===== config.mk =====
export PLATFORM = sky130hd
export DESIGN_NAME = micro_sequencer_flat
export DESIGN_NICKNAME = d
export VERILOG_FILES = /design/src/rtl/micro_sequencer_pkg.sv /design/src/rtl/micro_sequencer_if.sv /design/src/rtl/micro_return_stack.sv /design/src/rtl/micro_sequencer.sv /design/src/flat_wrapper.sv
export SDC_FILE = /design/constraint.sdc
export NUM_CORES = 1
export LEC_CHECK = 0
export CORE_ASPECT_RATIO = 1.5
export CORE_MARGIN = 1
export CORE_UTILIZATION = 35
export CTS_CLUSTER_DIAMETER = 200
export DETAILED_ROUTE_END_ITERATION = 8
export PLACE_DENSITY = 0.62
export SKIP_LAST_GASP = 1
export SLEW_MARGIN = 20
export SYNTH_ARGS = -nofsm -noshare
export SYNTH_HDL_FRONTEND = slang
export SYNTH_SLANG_ARGS = --single-unit

===== constraint.sdc =====
create_clock -name clk -period 3.63 [get_ports clk]
set_clock_uncertainty 0.05 [all_clocks]
set_input_delay 0.726 -clock clk [delete_from_list [all_inputs] [get_ports clk]]
set_output_delay 0.726 -clock clk [all_outputs]
set_load 0.1 [all_outputs]

===== src/rtl/micro_sequencer_pkg.sv =====
`timescale 1ns/1ps
`default_nettype none
// ============================================================================
//  Module      : micro_sequencer_pkg
//  Description : Shared types for the micro-1 micro-sequencer: next-control
//                codes, condition sources, sequencer states and the
//                condition evaluation helper.
//  Revision    : 1.0 - initial release
// ============================================================================
package micro_sequencer_pkg;

   localparam int c_UADDR_WIDTH = 10;

   typedef logic [c_UADDR_WIDTH-1:0] micro_address_t;

   typedef enum logic [2:0] {
      NC_NEXT     = 3'd0,
      NC_JUMP     = 3'd1,
      NC_CJUMP    = 3'd2,
      NC_CALL     = 3'd3,
      NC_RET      = 3'd4,
      NC_DISPATCH = 3'd5,
      NC_WAIT     = 3'd6,
      NC_HALT     = 3'd7
   } next_control_t;

   typedef enum logic [2:0] {
      CS_ONE          = 3'd0,
      CS_ALU_COUT     = 3'd1,
      CS_SHIFTER_COUT = 3'd2,
      CS_LBUS_MSB     = 3'd3,
      CS_RBUS_MSB     = 3'd4,
      CS_SBUS_MSB     = 3'd5,
      CS_ABUS_ZERO    = 3'd6,
      CS_INBUS_VALID  = 3'd7
   } condition_source_t;

   typedef enum logic [1:0] {
      ST_BOOT   = 2'd0,
      ST_RUN    = 2'd1,
      ST_HALTED = 2'd2,
      ST_FAULT  = 2'd3
   } sequencer_state_t;

   // sel[3] inverts, sel[2:0] picks one bit of the status vector, whose
   // bit positions follow the condition_source_t encoding.
   function automatic logic eval_condition(input logic [3:0] sel, input logic [7:0] src);
      condition_source_t w_src;
      w_src = condition_source_t'(sel[2:0]);
      return src[w_src] ^ sel[3];
   endfunction

endpackage
`default_nettype wire


===== src/rtl/micro_sequencer_if.sv =====
`timescale 1ns/1ps
`default_nettype none
// ============================================================================
//  Module      : micro_sequencer_if
//  Description : Microword fields, datapath status and sequencer outputs.
//                master = controller/ROM side, slave = sequencer.
//                MICRO_SINGLE_STEP_EN adds the step_mode/step inputs.
//  Revision    : 1.0 - initial release
// ============================================================================
interface micro_sequencer_if #(
   parameter int UADDR_WIDTH = 10
);
   import micro_sequencer_pkg::*;

   logic [2:0]             next_control;
   logic [3:0]             condition_select;
   logic [UADDR_WIDTH-1:0] branch_address;
   logic [15:0]            ir;
   logic                   alu_cout;
   logic                   shifter_cout;
   logic                   lbus_msb;
   logic                   rbus_msb;
   logic                   sbus_msb;
   logic [15:0]            abus;
   logic                   inbus_valid;
   logic [UADDR_WIDTH-1:0] uaddr_next;
   logic [UADDR_WIDTH-1:0] uaddr;
   logic                   mword_valid;
   logic                   hold;
   logic                   halted;
   logic                   fault;

`ifdef MICRO_SINGLE_STEP_EN
   logic                   step_mode;
   logic                   step;

   modport master (
      output next_control, condition_select, branch_address, ir,
             alu_cout, shifter_cout, lbus_msb, rbus_msb, sbus_msb,
             abus, inbus_valid, step_mode, step,
      input  uaddr_next, uaddr, mword_valid, hold, halted, fault
   );

   modport slave (
      input  next_control, condition_select, branch_address, ir,
             alu_cout, shifter_cout, lbus_msb, rbus_msb, sbus_msb,
             abus, inbus_valid, step_mode, step,
      output uaddr_next, uaddr, mword_valid, hold, halted, fault
   );
`else
   modport master (
      output next_control, condition_select, branch_address, ir,
             alu_cout, shifter_cout, lbus_msb, rbus_msb, sbus_msb,
             abus, inbus_valid,
      input  uaddr_next, uaddr, mword_valid, hold, halted, fault
   );

   modport slave (
      input  next_control, condition_select, branch_address, ir,
             alu_cout, shifter_cout, lbus_msb, rbus_msb, sbus_msb,
             abus, inbus_valid,
      output uaddr_next, uaddr, mword_valid, hold, halted, fault
   );
`endif

endinterface
`default_nettype wire


===== src/rtl/micro_return_stack.sv =====
`timescale 1ns/1ps
`default_nettype none
// ============================================================================
//  Module      : micro_return_stack
//  Description : LIFO of return addresses for microsubroutine calls.
//                DEPTH must be a power of two >= 2. push and pop must not
//                be asserted together.
//  Revision    : 1.0 - initial release
// ============================================================================
module micro_return_stack
   import micro_sequencer_pkg::*;
#(
   parameter int DEPTH = 4,
   parameter int WIDTH = 10
) (
   input  wire logic             clk,
   input  wire logic             reset,
   input  wire logic             push,
   input  wire logic             pop,
   input  wire logic [WIDTH-1:0] push_data,
   output logic      [WIDTH-1:0] top_data,
   output logic                  full,
   output logic                  empty
);

   localparam int                 c_PTR_W   = $clog2(DEPTH);
   localparam logic [c_PTR_W:0]   c_CNT_ONE = (c_PTR_W+1)'(1);
   localparam logic [c_PTR_W:0]   c_CNT_MAX = (c_PTR_W+1)'(DEPTH);
   localparam logic [c_PTR_W-1:0] c_IDX_ONE = c_PTR_W'(1);

   logic [c_PTR_W:0]   r_count;
   logic [WIDTH-1:0]   r_mem [DEPTH];
   logic [c_PTR_W-1:0] w_top_idx;

   // Occupancy count doubles as the write pointer.
   always_ff @(posedge clk or posedge reset) begin
      if (reset) begin
         r_count <= '0;
      end else if (push) begin
         r_count <= r_count + c_CNT_ONE;
      end else if (pop) begin
         r_count <= r_count - c_CNT_ONE;
      end
   end

   // Entry storage needs no reset: the count guards every read.
   always_ff @(posedge clk) begin
      if (push) begin
         r_mem[r_count[c_PTR_W-1:0]] <= push_data;
      end
   end

   assign w_top_idx = r_count[c_PTR_W-1:0] - c_IDX_ONE;
   assign top_data  = r_mem[w_top_idx];
   assign full      = (r_count == c_CNT_MAX);
   assign empty     = (r_count == '0);

`ifndef SYNTHESIS
   a_no_push_and_pop : assert property (@(posedge clk) disable iff (reset) !(push && pop));
`endif

endmodule
`default_nettype wire


===== src/rtl/micro_sequencer.sv =====
`timescale 1ns/1ps
`default_nettype none
// ============================================================================
//  Module      : micro_sequencer
//  Description : Control-store address generator for the micro-1 controller.
//                Produces uaddr_next for the synchronous ROM and the
//                registered uaddr of the microword now presented; handles
//                conditional branches, call/return and opcode dispatch.
//                Optional macro MICRO_SINGLE_STEP_EN adds single stepping.
//  Revision    : 1.0 - initial release
// ============================================================================
module micro_sequencer
   import micro_sequencer_pkg::*;
#(
   parameter int                     UADDR_WIDTH   = 10,
   parameter int                     STACK_DEPTH   = 4,
   parameter logic [UADDR_WIDTH-1:0] DISPATCH_BASE = 'h100
) (
   input wire logic         clk,
   input wire logic         reset,
   micro_sequencer_if.slave bus
);

   localparam logic [UADDR_WIDTH-1:0] c_UADDR_ONE = UADDR_WIDTH'(1);

   sequencer_state_t       r_state;
   sequencer_state_t       w_state_next;
   logic [UADDR_WIDTH-1:0] r_uaddr;
   logic [UADDR_WIDTH-1:0] w_uaddr_next;
   logic [UADDR_WIDTH-1:0] w_uaddr_inc;
   logic [UADDR_WIDTH-1:0] w_dispatch;
   logic [UADDR_WIDTH-1:0] w_stack_top;
   logic [7:0]             w_status;
   logic                   w_cond;
   logic                   w_step_stall;
   logic                   w_push;
   logic                   w_pop;
   logic                   w_stack_full;
   logic                   w_stack_empty;
   logic                   w_hold;
   logic                   w_valid;
   logic                   w_unused_ir;

   assign w_uaddr_inc = r_uaddr + c_UADDR_ONE;
   assign w_dispatch  = DISPATCH_BASE + UADDR_WIDTH'(bus.ir[15:8]);
   assign w_unused_ir = ^bus.ir[7:0];

   assign w_status = {bus.inbus_valid, (bus.abus == 16'h0000), bus.sbus_msb, bus.rbus_msb,
                      bus.lbus_msb, bus.shifter_cout, bus.alu_cout, 1'b1};
   assign w_cond   = eval_condition(bus.condition_select, w_status);

`ifdef MICRO_SINGLE_STEP_EN
   assign w_step_stall = bus.step_mode & ~bus.step;
`else
   assign w_step_stall = 1'b0;
`endif

   micro_return_stack #(
      .DEPTH (STACK_DEPTH),
      .WIDTH (UADDR_WIDTH)
   ) u_return_stack (
      .clk       (clk),
      .reset     (reset),
      .push      (w_push),
      .pop       (w_pop),
      .push_data (w_uaddr_inc),
      .top_data  (w_stack_top),
      .full      (w_stack_full),
      .empty     (w_stack_empty)
   );

   // State and presented-address registers.
   always_ff @(posedge clk or posedge reset) begin
      if (reset) begin
         r_state <= ST_BOOT;
         r_uaddr <= '0;
      end else begin
         r_state <= w_state_next;
         r_uaddr <= w_uaddr_next;
      end
   end

   // Next-address selection, stack control and state transitions.
   always_comb begin
      w_state_next = r_state;
      w_uaddr_next = r_uaddr;
      w_hold       = 1'b0;
      w_valid      = 1'b0;
      w_push       = 1'b0;
      w_pop        = 1'b0;
      case (r_state)
         ST_BOOT: begin
            // One cycle for the ROM to deliver the word at address 0.
            w_uaddr_next = '0;
            w_state_next = ST_RUN;
         end
         ST_RUN: begin
            w_valid = 1'b1;
            if (w_step_stall) begin
               w_hold = 1'b1;
            end else begin
               case (next_control_t'(bus.next_control))
                  NC_NEXT:     w_uaddr_next = w_uaddr_inc;
                  NC_JUMP:     w_uaddr_next = bus.branch_address;
                  NC_CJUMP:    w_uaddr_next = w_cond ? bus.branch_address : w_uaddr_inc;
                  NC_CALL: begin
                     if (w_stack_full) begin
                        w_state_next = ST_FAULT;
                     end else begin
                        w_push       = 1'b1;
                        w_uaddr_next = bus.branch_address;
                     end
                  end
                  NC_RET: begin
                     if (w_stack_empty) begin
                        w_state_next = ST_FAULT;
                     end else begin
                        w_pop        = 1'b1;
                        w_uaddr_next = w_stack_top;
                     end
                  end
                  NC_DISPATCH: w_uaddr_next = w_dispatch;
                  NC_WAIT: begin
                     if (bus.inbus_valid) begin
                        w_uaddr_next = w_uaddr_inc;
                     end else begin
                        w_hold = 1'b1;
                     end
                  end
                  NC_HALT:     w_state_next = ST_HALTED;
                  default:     w_uaddr_next = r_uaddr;
               endcase
            end
         end
         ST_HALTED: w_hold = 1'b1;
         ST_FAULT:  w_hold = 1'b1;
         default:   w_state_next = ST_BOOT;
      endcase
   end

   assign bus.uaddr_next  = w_uaddr_next;
   assign bus.uaddr       = r_uaddr;
   assign bus.mword_valid = w_valid;
   assign bus.hold        = w_hold;
   assign bus.halted      = (r_state == ST_HALTED);
   assign bus.fault       = (r_state == ST_FAULT);

endmodule
`default_nettype wire

===== src/flat_wrapper.sv =====
// flat-port wrapper written by rule: the top's interface ports become plain ports
module micro_sequencer_flat import micro_sequencer_pkg::*;
#(
   parameter int                     UADDR_WIDTH   = 10,
   parameter int                     STACK_DEPTH   = 4,
   parameter logic [UADDR_WIDTH-1:0] DISPATCH_BASE = 'h100
)
  (clk, reset, bus_next_control, bus_condition_select, bus_branch_address, bus_ir, bus_alu_cout, bus_shifter_cout, bus_lbus_msb, bus_rbus_msb, bus_sbus_msb, bus_abus, bus_inbus_valid, bus_uaddr_next, bus_uaddr, bus_mword_valid, bus_hold, bus_halted, bus_fault);
  micro_sequencer_if #(.UADDR_WIDTH(UADDR_WIDTH)) bus_i ();
  input wire logic clk;
  input wire logic reset;
  input wire logic [$bits(bus_i.next_control)-1:0] bus_next_control;
  input wire logic [$bits(bus_i.condition_select)-1:0] bus_condition_select;
  input wire logic [$bits(bus_i.branch_address)-1:0] bus_branch_address;
  input wire logic [$bits(bus_i.ir)-1:0] bus_ir;
  input wire logic [$bits(bus_i.alu_cout)-1:0] bus_alu_cout;
  input wire logic [$bits(bus_i.shifter_cout)-1:0] bus_shifter_cout;
  input wire logic [$bits(bus_i.lbus_msb)-1:0] bus_lbus_msb;
  input wire logic [$bits(bus_i.rbus_msb)-1:0] bus_rbus_msb;
  input wire logic [$bits(bus_i.sbus_msb)-1:0] bus_sbus_msb;
  input wire logic [$bits(bus_i.abus)-1:0] bus_abus;
  input wire logic [$bits(bus_i.inbus_valid)-1:0] bus_inbus_valid;
  output wire logic [$bits(bus_i.uaddr_next)-1:0] bus_uaddr_next;
  output wire logic [$bits(bus_i.uaddr)-1:0] bus_uaddr;
  output wire logic [$bits(bus_i.mword_valid)-1:0] bus_mword_valid;
  output wire logic [$bits(bus_i.hold)-1:0] bus_hold;
  output wire logic [$bits(bus_i.halted)-1:0] bus_halted;
  output wire logic [$bits(bus_i.fault)-1:0] bus_fault;
  assign bus_i.next_control = bus_next_control;
  assign bus_i.condition_select = bus_condition_select;
  assign bus_i.branch_address = bus_branch_address;
  assign bus_i.ir = bus_ir;
  assign bus_i.alu_cout = bus_alu_cout;
  assign bus_i.shifter_cout = bus_shifter_cout;
  assign bus_i.lbus_msb = bus_lbus_msb;
  assign bus_i.rbus_msb = bus_rbus_msb;
  assign bus_i.sbus_msb = bus_sbus_msb;
  assign bus_i.abus = bus_abus;
  assign bus_i.inbus_valid = bus_inbus_valid;
  assign bus_uaddr_next = bus_i.uaddr_next;
  assign bus_uaddr = bus_i.uaddr;
  assign bus_mword_valid = bus_i.mword_valid;
  assign bus_hold = bus_i.hold;
  assign bus_halted = bus_i.halted;
  assign bus_fault = bus_i.fault;
  micro_sequencer #(.UADDR_WIDTH(UADDR_WIDTH), .STACK_DEPTH(STACK_DEPTH), .DISPATCH_BASE(DISPATCH_BASE)) u_core (.clk(clk), .reset(reset), .bus(bus_i));
endmodule

==> metrics <==
# fillers=846; internal power consumption=1765 uW; Synth warnings=0; Gate Count Post-Synth=300; buffer depth of the longest clock path=2; first-pass GRT wire length=16.19 mm; Max Cap Violations=0; Clk pin slew, worst setup/hold paths=0.07 ns; Skew-Pair Late Insertion Delay=0.30 ns; count of buffers from port buffering=72; Worst Hold Depth=1; reg2reg start=u_core.u_return_stack.r_count[1]; drt via density=5.830; Final Hold Vio Count=0; Mapped Area=0.003411 mm2; Final period util=98.66%; Slew @ Worst Pin=0.9627 ns; Synth area leaders=edfxtp_1 (35%), dfrtp_1 (11%), mux4_2 (6.6%); CP bufs+invs=3; cell taking the most area after synthesis=edfxtp_1; Cell Chain, Critical Path=dlygate4sd2_1, mux2_4, o22ai_4, nor2_2, or3_4, and2_4, o311ai_4, buf_4, buf_12; DRC viols=0; EDFF count, synth=40; # hold bufs at CTS=0; count leader, synth=edfxtp_1; largest net degree at the start of global routing=21; sw frac=47.87%; All-Layer GR Usage=22.06%; hold path endpoint=u_core.u_return_stack.r_count[2]; worst setup path start=bus_inbus_valid; nets=490; Num CTS Buffers=5; WP data required=2.85 ns; num rows=43; ANT cells=0; status=finished clean; Remaining Overflow, GRT=0; P_sw=1620 uW; Syn Area/Cell=11.37 um2; Placeable Area=0.009361 mm2; die area=0.01015 mm2; share of post-route cells with drive strength above 1=35.98%; syn nets=363; Reg power frac=26.8%; Area after DPL=0.004740 mm2; min-delay src=u_core.u_return_stack.r_count[2]; leakage=0.002055 uW; RD Place Congestion=0.8808; Relative slew margins=35.62%; hold crit path type=reg2reg; combinational share of power=58.1%; post-synthesis sequential area ratio=46.22%; die width=82.60 um; clock share of power=15.1%; power per cell area=666.8 mW/mm2; Crit path max-delay family=simple AND/OR/NAND/NOR gates; root buf cell=clkbuf_16; Synth async-reset ratio=27.27%; First DRT Iteration DRCs=249; crit path DAT=2.81 ns; hpwl dp=7.730 mm; final count of negative-setup-slack endpoints=0; DRT Wirelength=10.59 mm; CP Launch Type=input port; top cell type's share of synthesized area=35.22%; synthesized flop and latch total=55; worst-path maximum fanout=7; number of routed nets with antenna violations=0; io pins=81; max incr delay on CP=0.40 ns; synth unique cells=66; peak supply drop=0.6127 mV; Area Growth Syn to Fin=48.86%; clk sinks=55; vias in the first global route=3181; Die Height=122.9 um; DR WL/cell=19.60 um; minimum clock period=3.581 ns; DP Cell Count=527; H-tree levels=2; fin cells=540; total number of vias=3148; reg2reg end=u_core.bus.uaddr[5]; r2r setup slk=1.19 ns; total power=3385 uW; most instantiated cells after synthesis=edfxtp_1 (40), nand2_1 (26), dfrtp_1 (15); slowest cell on the critical path=or3_4; Worst Reg2Reg Path Length in Cells=9; Setup Crit Path Kind=in2out; initial core utilization=36.43%; initial antenna violation count=0; max frequency=0.2792 GHz; fin. max-slew vios=0; design area=0.005077 mm2; TritonCTS clock tree=built; First-pass DRT Iterations=5; dominant synthesized flop cell=edfxtp_1; Worst Setup End Kind=primary output
[kinds of logic (layout without fill, tap and decap cells)]
logic type,after synthesis,count (layout),share of synthesized area [%]
buf+inv,32,160,4.475
flops,55,55,46.22
compound gates,88,88,20.54
fa+ha+maj,6,6,2.421
simple gates,91,91,14.38
xor+xnor,9,9,2.311
mux,19,19,9.648
[layer usage]
metal	routed length, um	global-route usage (%)	vias to the layer above
met1	3938	25.72	1536
met4	315	10.45	0
met2	5812	39.15	136
met5	0	0	-
met3	518	2.878	25
li1	-	-	1451
[final cells by class]
cell class	instances	area, um2	share of cell area, %
multi-input combinational	213	1858	36.59
timing repair buffer	138	1291	25.43
inverter	14	52.55	1.035
tap	112	140.1	2.760
sequential	55	1577	31.05
clock buffer	5	125.1	2.464
clock inverter	3	33.78	0.6654
[stage by stage]
stage	setup WS [ns]	utilization, %	TNS, ns	hold WS, ns
global placement	-0.3011	50.63	-2.435	0.5126
detailed placement	-0.3742	50.63	-2.991	0.5261
floorplan	-0.7662	-	-6.883	0.4680
CTS	0.006199	53.22	0	0.5377
global route	-0.03111	54.24	-0.06474	0.5702
finish	0.04876	54.24	0	0.5547
[what timing repair did]
item | CTS | global route
endpoints found under the setup margin | 10 | 10
resized for setup | 40 | 34
buffers inserted | 3 | 2
pin swaps | 13 | 18
[worst max-delay path by stage]
stage | slack, ns | depth (start not counted) | to
floorplan | -0.77 | 9 | bus_uaddr_next[3]
global placement | -0.30 | 9 | bus_uaddr_next[7]
detailed placement | -0.37 | 9 | bus_uaddr_next[4]
CTS | 0.006 | 8 | bus_uaddr_next[6]
global route | -0.03 | 8 | bus_uaddr_next[2]
finish | 0.05 | 9 | bus_uaddr_next[5]
[state kept, by name, summed over array words and instances (netlist names)]
signal                         count
u_core.bus.uaddr                  10
u_core.r_state                     2
u_core.u_return_stack.r_count      3
u_core.u_return_stack.r_mem       40
[cells in the final DEF (no fill, tap or decap), types with 5 or more instances in the layout]
cell type        count
buf_4               73
edfxtp_1            40
nand2_1             25
clkdlybuf4s50_1     24
dfrtp_1             15
inv_1               14
a21oi_1             11
dlygate4sd2_1       11
buf_12              11
nor2_1              10
mux4_2              10
nand4_1              9
a222oi_1             7
clkdlybuf4s15_1      7
nand3_1              6
and2_1               6
o211ai_1             6
o21ai_0              6
nor4_2               5
xor2_1               5
a22oi_1              5
clkbuf_16            5
dlymetal6s2s_1       5
[worst reg2reg max path, stage by stage, from the launching register on]
cell and delay, ns:
dfrtp_1 0.44, inv_1 0.12, ha_4 0.20, and4b_1 0.18, o21a_1 0.26, a222oi_1 0.36, o221ai_1 0.20, a22oi_2 0.22
o311ai_4 0.14, buf_4 0.17
[power groups by stage]
stage                     clock network [uW]  logic (uW)  registers, uW
after CTS                                520        1930            901
after global placement                     0        1880            912
after global routing                     540        2060            913
final                                    511        1970            906
after floorplan                            0        1000           1170
after detailed placement                   0        1900            913
Note: power is estimated with default switching activity, not from simulation.
